`src/rtl/fir_coeff_loader_pkg.sv`:
```
// fir_coeff_loader_pkg: loader FSM states and default FIR coefficient format
package fir_coeff_loader_pkg;
    typedef enum logic [1:0] {IDLE, LOAD, COMMIT} state_t;
    localparam int COEFF_WIDTH = 16;
    localparam int COEFF_FRAC = 14;
endpackage

```
`src/rtl/fir_coeff_bank.sv`:
```
// fir_coeff_bank: NUM_TAPS x DATA_WIDTH register bank with per-word write and bulk load
module fir_coeff_bank #(
    parameter int DATA_WIDTH = 16,
    parameter int NUM_TAPS = 8,
    parameter int AW = $clog2(NUM_TAPS)
) (
    input  logic                           clk,
    input  logic                           reset,
    input  logic                           we,
    input  logic [AW-1:0]                  waddr,
    input  logic [DATA_WIDTH-1:0]          wdata,
    input  logic                           load,
    input  logic [NUM_TAPS*DATA_WIDTH-1:0] load_data,
    output logic [NUM_TAPS*DATA_WIDTH-1:0] q
);
    always_ff @(posedge clk) begin
        if (reset)
            q <= '0;
        else if (load)
            q <= load_data;
        else if (we)
            q[waddr*DATA_WIDTH +: DATA_WIDTH] <= wdata;
    end
endmodule

```
`src/rtl/fir_coeff_loader.sv`:
```
// fir_coeff_loader: streams coefficients into a shadow bank and commits them atomically to the active bank
module fir_coeff_loader
    import fir_coeff_loader_pkg::*;
#(
    parameter int DATA_WIDTH = COEFF_WIDTH,
    parameter int DATA_WIDTH_F = COEFF_FRAC,
    parameter int NUM_TAPS = 8
) (
    input  logic                           clk,
    input  logic                           reset,
    input  logic                           start,
    input  logic                           abort,
    input  logic                           coeff_valid,
    input  logic signed [DATA_WIDTH-1:0]   coeff_in,
    output logic                           coeff_ready,
    output logic                           busy,
    output logic                           load_done,
    output logic                           h_valid,
    output logic [NUM_TAPS*DATA_WIDTH-1:0] h_out,
    output logic                           fir_hold
);
    localparam int AW = $clog2(NUM_TAPS);
    localparam int IW = AW + 1;
    if (NUM_TAPS < 2 || NUM_TAPS > 64 || DATA_WIDTH_F >= DATA_WIDTH) begin : g_bad_params
        $error("fir_coeff_loader: illegal parameter set");
    end
    state_t state, state_nxt;
    logic [IW-1:0] idx, idx_nxt;
    logic wr, last, commit, discard;
    logic [NUM_TAPS*DATA_WIDTH-1:0] shadow;
    assign wr = state == LOAD && coeff_valid && !abort;
    assign last = wr && idx == IW'(NUM_TAPS - 1);
    assign commit = state == COMMIT;
    assign discard = state == LOAD && abort;
    assign coeff_ready = state == LOAD;
    assign busy = state != IDLE;
    assign fir_hold = commit;
    always_comb begin
        state_nxt = state;
        idx_nxt = idx;
        case (state)
            IDLE: begin
                state_nxt = start ? LOAD : IDLE;
                idx_nxt = '0;
            end
            LOAD: begin
                state_nxt = abort ? IDLE : last ? COMMIT : LOAD;
                idx_nxt = wr ? idx + 1'b1 : idx;
            end
            default: state_nxt = IDLE;
        endcase
    end
    always_ff @(posedge clk) begin
        if (reset) begin
            state <= IDLE;
            idx <= '0;
            load_done <= 1'b0;
            h_valid <= 1'b0;
        end else begin
            state <= state_nxt;
            idx <= idx_nxt;
            load_done <= commit;
            if (commit)
                h_valid <= 1'b1;
        end
    end
    // an aborted load wipes the shadow so no partial set can leak into a later commit
    fir_coeff_bank #(.DATA_WIDTH(DATA_WIDTH), .NUM_TAPS(NUM_TAPS)) u_shadow (
        .clk(clk),
        .reset(reset),
        .we(wr),
        .waddr(idx[AW-1:0]),
        .wdata(coeff_in),
        .load(discard),
        .load_data('0),
        .q(shadow)
    );
    fir_coeff_bank #(.DATA_WIDTH(DATA_WIDTH), .NUM_TAPS(NUM_TAPS)) u_active (
        .clk(clk),
        .reset(reset),
        .we(1'b0),
        .waddr('0),
        .wdata('0),
        .load(commit),
        .load_data(shadow),
        .q(h_out)
    );
endmodule

```
`config.mk`:
```
export PLATFORM = sky130hd
export DESIGN_NAME = fir_coeff_loader
export DESIGN_NICKNAME = d
export VERILOG_FILES = /design/src/rtl/fir_coeff_loader_pkg.sv /design/src/rtl/fir_coeff_bank.sv /design/src/rtl/fir_coeff_loader.sv
export SDC_FILE = /design/constraint.sdc
export NUM_CORES = 1
export LEC_CHECK = 0
export CORE_MARGIN = 3
export CORE_UTILIZATION = 45
export DETAILED_ROUTE_END_ITERATION = 7
export PLACE_DENSITY = 0.68
export REMOVE_ABC_BUFFERS = 1
export SLEW_MARGIN = 20
export SYNTH_ARGS = -nofsm -noshare
export SYNTH_HDL_FRONTEND = slang
export SYNTH_SLANG_ARGS = --single-unit
export TNS_END_PERCENT = 30
```
`constraint.sdc`:
```
create_clock -name clk -period 5.6 [get_ports clk]
set_input_delay 1.12 -clock clk [delete_from_list [all_inputs] [get_ports clk]]
set_output_delay 1.12 -clock clk [all_outputs]
set_load 0.01 [all_outputs]
```
==> Yosys cells after proc, flatten, opt, wreduce, memory -nomap -nowiden <==
Cells that the tools add are included.
{ "word_totals": {"latchBits": 0, "mem_bits_ro": 0, "ram_bits": 0, "regBits": 264, "inputBits": 21, "n_memories": 0, "out_inout_bits": 133} }
{ "classes": {"bitwise": 0, "n_mul": 0, "add_sub_neg": 2, "n_reduce_logical": 10, "magnitude_cmp": 0, "muxes": 7, "eq_ne": 4, "shifts": 2, "div": 0} }
{ "op_table": {"columns": ["cell", "count"], "rows": [
  ["bitwise mux 128 bit", 1],
  ["variable shift 16 x 34 -> 128 bit (first input constant)", 1],
  ["indexed part select 16 x 34 -> 128 bit", 1],
  ["negation 7 -> 34 bit", 1],
  ["case mux 4 bit (2 select lines)", 1],
  ["adder 4 x 1 -> 4 bit (second input constant)", 1],
  ["equality test 4 x 3 -> 1 bit (second input constant)", 1],
  ["logical AND 1 bit", 4],
  ["2-to-1 mux 2 bit", 2],
  ["2-to-1 mux 4 bit", 1],
  ["case mux 2 bit (2 select lines)", 1],
  ["nonzero test 2 bit", 2],
  ["equality test 2 x 1 -> 1 bit (second input constant)", 1],
  ["equality test 2 bit (second input constant)", 1],
  ["logical NOT 2 bit", 1],
  ["inequality test 2 x 1 -> 1 bit (second input constant)", 1],
  ["AND reduction 2 bit", 1],
  ["OR reduction 2 bit", 1],
  ["logical NOT 1 bit", 1],
  ["2-to-1 mux 1 bit", 1]
]} }

==> Logic depth before layout (Yosys ltp) <==
Gate-level depths: netlist of run 1.
{ "logic_depth": {"ltp_word": 7, "ltp_mapped": 11, "mapped_depth_nobuf": 6} }

==> By module <==
A second synthesis of run 1 with hierarchy kept.
{ "unflattened": {"cells_unflattened": 1375, "hier_area_um2": 13230.2} }
{ "modules_own_cells": {"columns": ["mod", "cells_per_inst", "seq_area_each_um2", "area_per_inst_um2", "n_inst"], "rows": [
  ["fir_coeff_bank (u_active)", 704, 2562.5, 6886.6, 1],
  ["fir_coeff_bank (u_shadow)", 629, 2562.5, 5977.0, 1],
  ["fir_coeff_loader", 42, 160.2, 366.6, 1]
]} }

==> Worst setup path after synthesis of run 1 <==
Ideal clock, no wire load.
{ "synth_path": {"kind": "flip-flop to flip-flop", "start": "register idx[0]", "end": "register u_shadow.q[91]", "required_time_ns": 5.530, "setup_ns": 0.070, "synth_period_minus_slack_ns": 2.229, "arrival_time_ns": 2.159, "path_slack_ns": 3.371, "n_path_buf": 5, "stages_incl_launch_ff": 12, "path_cell_list": "dfxtp_1 -> buf_4 -> buf_2 -> inv_1 -> ha_1 -> ha_1 -> buf_2 -> and4bb_2 -> clkbuf_1 -> buf_4 -> nand3_1 -> a21oi_1"} }
{ "synth_between": {"elab_chain_cells": 3, "elab_cells_between_ends": 4} }
{ "synth_rtl": {"columns": ["item", "line", "source"], "rows": [
  ["from (decl)", "fir_coeff_loader.sv:28", "logic [IW-1:0] idx, idx_nxt;"],
  ["from (signal assigned)", "fir_coeff_loader.sv:61", "idx <= idx_nxt;"],
  ["negation 7 -> 34 bit *", "fir_coeff_bank.sv:22", "q[waddr*DATA_WIDTH +: DATA_WIDTH] <= wdata;"],
  ["indexed part select 16 x 34 -> 128 bit or variable shift 16 x 34 -> 128 bit (tied branches)", "fir_coeff_bank.sv:22", null],
  ["bitwise mux 128 bit *", "fir_coeff_bank.sv:22", null],
  ["to (signal assigned)", "fir_coeff_bank.sv:20", "q <= load_data;"],
  ["to (signal, indexed assignment)", "fir_coeff_bank.sv:22", null],
  ["to (decl)", "fir_coeff_bank.sv:14", "output logic [NUM_TAPS*DATA_WIDTH-1:0] q"]
]} }
Mark *: on every way between the ends. The rest lies on a longest branch, timed or not.
A chain may end at the register's enable or synchronous reset.

==> Worst setup path after layout of run 1 <==
{ "layout_path": {"start": "register state[1]", "end": "output fir_hold"} }
{ "layout_between": {"elab_chain_cells": 1} }
{ "layout_rtl": {"columns": ["item", "line", "source"], "rows": [
  ["from (decl)", "fir_coeff_loader.sv:27", "state_t state, state_nxt;"],
  ["from (signal assigned)", "fir_coeff_loader.sv:60", "state <= state_nxt;"],
  ["equality test 2 bit", "fir_coeff_loader.sv:33", "assign commit = state == COMMIT;"],
  ["to (decl)", "fir_coeff_loader.sv:20", "output logic fir_hold"]
]} }
No other way between the ends.

==> results of run 1 <==
worst paths after layout:
check / cells after the start / slack [ns] / end
setup / recovery: 3 / 1.88 / fir_hold
hold / removal: 2 / 0.45 / u_active.q[31]
setup reg to reg: 6 / 2.55 / u_shadow.q[13]
hold reg to reg: 2 / 0.45 / u_active.q[31]
worst min-delay path, cell delays in order (launching register included):
cell and delay [ns]:
dfxtp_1 0.31, nand2_1 0.05, a21oi_1 0.05
layout make-up:
class / count / share of cell area (%)
Clock buffer: 44 / 6.459
Clock inverter: 4 / 0.3639
Inverter: 8 / 0.2729
Multi-Input combinational cell: 788 / 34.45
Sequential cell: 264 / 42.70
Tap cell: 280 / 2.830
Timing Repair Buffer: 162 / 12.93
synthesized netlist by cell type (2+ instances only):
library cell  number  area [um2]
and3b_1            6       52.55
nand2b_1           3       18.77
nor2_1             5       18.77
buf_6              6       67.56
dfxtp_1          264        5285
nand4b_1           8       70.07
o21ai_0           48       240.2
mux2i_1           79       790.8
nand4bb_1          3       33.78
inv_1              6       22.52
nand3_1          164       820.8
nand3b_1           2       15.01
ha_1               4       50.05
a21oi_1          180       900.9
buf_2             40       200.2
buf_1              9       33.78
clkbuf_1          41       153.9
buf_4             10       75.07
nand2_1          262       983.4
power breakdown:
part	total (mW)	internal [mW]	switching (mW)
Clock	1.72	1.01	0.707
Combinational	0.114	0.0310	0.0827
Sequential	1.89	1.88	0.00440
cells by family (layout without fill, tap and decap cells):
| kind of cell | after synthesis | after routing | synth area share [%] |
|---|---|---|---|
| simple gates | 469 | 469 | 21.55 |
| flops | 264 | 264 | 52.32 |
| compound gates | 236 | 236 | 12.20 |
| buf+inv | 115 | 218 | 5.599 |
| mux | 79 | 79 | 7.829 |
| fa+ha+maj | 4 | 4 | 0.4955 |
sequential cells by signal, indices dropped and copies added, names as in the netlist:
signal,flops
u_active.q,128
state,2
load_done,1
idx,4
u_shadow.q,128
h_valid,1
routing by layer:
metal	up-vias	wire (um)	part of all wire [%]
met2	228	11380	45
met4	0	639	2.5
met5	-	0	0
met3	53	1284	5.0
met1	3928	12230	48
li1	4163	-	-
per-stage QoR:
step                cell area (um2)  instances  total power [mW]  utilization (%)  worst slack (ns)
floorplan                      9565       1060             1.975                -            0.1064
global placement              11530       1502             2.039            52.51             1.876
detailed placement            11530       1502             2.040            52.51             1.783
CTS                           12370       1550             3.750            56.35             1.803
global route                  12380       1550             3.839            56.37             1.660
finish                        12380       1550             3.720            56.37             1.875
==> results_dict.tcl, run 1 <==
set metrics [dict create \
    routed_wl_um 25530 \
    status "complete, no violations" \
    gp_congestion 0.7818 \
    netlist_instances 1167 \
    grt_pass1_wl_um 41190 \
    postCtsHoldBufs 0 \
    finalSetupViolations 0 \
    antenna_cells 0 \
    vdd_drop_max_v 0.0002083 \
    root_buffer "clkbuf_16" \
    die_width_um 155.8 \
    mostFrequentLayoutCells "dfxtp_1, nand2_1, a21oi_1" \
    synth-seq-area-share_pct 52.32 \
    max_slew_margin_pct 28.13 \
    slew_violations 0 \
    hold_path.class "reg -> reg" \
    grt_overflow_total 0 \
    path_class "reg -> out" \
    busiest_layer "met2" \
    cp.arrival_ns 2.60 \
    synth_area_per_cell_um2 8.655 \
    regArea_um2 5285 \
    drc_errors 0 \
    cts-buffers-inserted 27 \
    routedWlPerCell_um 16.47 \
    synth_edf_count 0 \
    timing.rr.start "idx[0]" \
    grt_pass1_vias 7808 \
    track_usage_pct 20.35 \
    crit_path_start "state[1]" \
    num-nets-final 1276 \
    cts_repair_resize_count 0 \
    crit_chain "nand2b_4 -> inv_4 -> clkdlybuf4s50_1" \
    maxCapViolations 0 \
    drtAntennaViolNets 0 \
    fillers 2028 \
    use_met3_pct 3.162 \
    ys_ff_latch 264 \
    critPathSlowestCell "clkdlybuf4s50_1" \
    fmax_mhz 268.5 \
    rsz0062_at_grt "false" \
    cpLargestDelayFamily "buffers and inverters" \
    worstPathMaxFanout 76 \
    multi_input_area_um2 4264 \
    met2_usage_pct 30.93 \
    io_buffers 153 \
    synth_cell_types 46 \
    grt_antenna_before_repair 0 \
    finalCritPeriodShare_pct 66.52 \
    critPathBufInv 2 \
    die_h_um 155.8 \
    initial_core_util_pct 46.00 \
    dieArea_um2 24280 \
    period_needed_ns 3.725 \
    vias_per_cell 5.401 \
    drtIter0Drc 821 \
    power.density_nw_per_um2 300.5 \
    netlist_area_um2 10100 \
    ys.flop_type "dfxtp_1" \
    critPathRequiredTime_ns 4.48 \
    drive_gt1_share_pct 4.803 \
    ys_warn_count 0 \
    rows 54 \
    cts_setup_buffers 0 \
    io_pins 154 \
    cts_sinks 264 \
    hold_start "u_shadow.q[31]" \
    core_area_um2 21960 \
    worst_setup_path_end_kind "output port" \
    dr.pass1.iters 5 \
    dp_hpwl_um 15960 \
    vias 8372 \
    layout_commonest_cell "dfxtp_1" \
    clk_pin_slew_ns 0.06 \
    cpPeakStageDelay_ns 0.67 \
    start_kind "register" \
    grt.met1_usage_pct 30.07 \
    finalClockSkew_ns 0.008763 \
    tns_ns 0 \
    final_hold_viol_count 0 \
    syn_to_final_growth_pct 22.54 \
    holdWs_ns 0.4494 \
    clock_latency_ns 0.52 \
    cts_buffer_depth 3 \
    p_leak_nw 4.363 \
    grt_max_degree 119 \
    tightest_slew_ns 1.078 \
    ys_async_sr_fraction_pct 0 \
    h-tree-depth 1 \
    tritoncts "done" \
]
No activity file was read; power rests on OpenSTA's default activity.
==> run 2, diff against run 1 <==
PLACE_DENSITY = 0.71   (was 0.68)
clock period = 3.1 ns   (was 5.6 ns; I/O delays follow)
==> results_dict.tcl, run 2 (synthesized netlist as in run 1, its figures left out) <==
set metrics [dict create \
    tightest_slew_ns 0.8218 \
    slew_violations 0 \
    io_pins 154 \
    crit_path_start "idx[1]" \
    p_leak_nw 4.431 \
    worstPathMaxFanout 16 \
    postCtsHoldBufs 0 \
    cts_repair_resize_count 0 \
    maxCapViolations 0 \
    vias_per_cell 5.462 \
    max_slew_margin_pct 45.19 \
    tritoncts "done" \
    fin_ws_ns 0.5959 \
    status "complete, no violations" \
    initial_core_util_pct 46.00 \
    drc_errors 0 \
    die_width_um 155.8 \
    gp_congestion 0.8099 \
    grt_antenna_before_repair 0 \
    critPathRequiredTime_ns 3.50 \
    timing.rr.start "idx[1]" \
    die_h_um 155.8 \
    core_area_um2 21960 \
    power.density_nw_per_um2 553.3 \
    top_regs "u_active.q (128), u_shadow.q (128), idx (4)" \
    holdWs_ns 0.3470 \
    antenna_cells 0 \
    start_kind "register" \
    path_class "reg -> reg" \
    regArea_um2 5285 \
    drtIter0Drc 674 \
    clk_pin_slew_ns 0.07 \
    mostFrequentLayoutCells "dfxtp_1, nand2_1, a21oi_1" \
    root_buffer "clkbuf_16" \
    num-nets-final 1284 \
    grt_overflow_total 0 \
    worst_setup_path_end_kind "register" \
    drive_gt1_share_pct 5.864 \
    cts_sinks 264 \
    grt_max_degree 130 \
    rows 54 \
    syn_to_final_growth_pct 23.92 \
    vdd_drop_max_v 0.0003715 \
    grt_pass1_vias 8086 \
    dp_slack_ns 0.6071 \
    dp_cells 1510 \
    hold_start "reset" \
    finalSetupViolations 0 \
    dieArea_um2 24280 \
    finalCritPeriodShare_pct 80.78 \
    fmax_mhz 399.3 \
    routed_wl_um 26030 \
    finalClockSkew_ns 0.01162 \
    io_buffers 153 \
    h-tree-depth 1 \
    final_hold_viol_count 0 \
    cp.arrival_ns 2.90 \
    final_area_um2 12520 \
    routedWlPerCell_um 16.69 \
    cts_buffer_depth 3 \
    rsz0062_at_grt "false" \
    clock_latency_ns 0.53 \
    vias 8515 \
    period_needed_ns 2.504 \
    dp_hpwl_um 15830 \
    hold_path.class "in -> reg" \
    grt_pass1_wl_um 42120 \
    fillers 1999 \
    stdcell_count 1559 \
    cts_setup_buffers 0 \
    layout_commonest_cell "dfxtp_1" \
    track_usage_pct 20.71 \
    multi_input_area_um2 4264 \
    cts-buffers-inserted 27 \
    dr.pass1.iters 5 \
    drtAntennaViolNets 0 \
    place_area_um2 11610 \
]
-- run 2: cell types whose count changed in the layout (fill, tap and decap cells not counted), sizes merged --
cell	delta
buf	+8
clkinvlp	+3
clkbuf	-10
bufinv	+3
inv	+1
clkinv	+4
-- run 2: through the flow --
step | utilization, % | setup TNS (ns) | power [mW]
global route | 57.00 | 0 | 7.142
finish | 57.00 | 0 | 6.925
floorplan | - | -330.17 | 3.568
detailed placement | 52.89 | 0 | 3.692
CTS | 57.00 | 0 | 6.983
global placement | 52.89 | 0 | 3.690
-- run 2: power breakdown --
group	switching [mW]	leakage (nW)	internal (mW)	total (mW)
registers	0.00479	2.13	3.40	3.40
clock network	1.34	0.436	1.96	3.31
logic	0.157	1.87	0.0593	0.216
-- run 2: cell type report --
class                           instances  area share (%)
Sequential cell                       264           42.22
Multi-Input combinational cell        788           34.07
Timing Repair Buffer                  170           13.43
Clock buffer                           34           5.688
Tap cell                              280           2.799
Clock inverter                         15           1.519
Inverter                                8          0.2699
-- run 2: final timing paths --
check	to	cells after the start	slack, ns
worst max-delay path	u_shadow.q[19]	6	0.60
worst min-delay path	u_active.q[70]	2	0.35
worst min register to register	u_active.q[75]	2	0.44
worst max register to register	u_shadow.q[19]	6	0.60
-- run 2: metal layers --
| layer | GRT usage (%) | vias up | wire (um) | share of wire [%] |
|---|---|---|---|---|
| met5 | 0 | - | 0 | 0 |
| met4 | 4.668 | 0 | 428 | 1.6 |
| met3 | 2.996 | 41 | 1405 | 5.4 |
| met2 | 33.59 | 241 | 11940 | 46 |
| met1 | 29.43 | 4057 | 12250 | 47 |
| li1 | - | 4176 | - | - |
-- run 2: worst max-delay path, cell delays in order, from the launching register on --
cell	delay (ns)
dfxtp_1	0.49
inv_1	0.08
ha_1	0.21
ha_1	0.45
nand4b_1	0.63
o21ai_0	0.41
a21oi_1	0.10
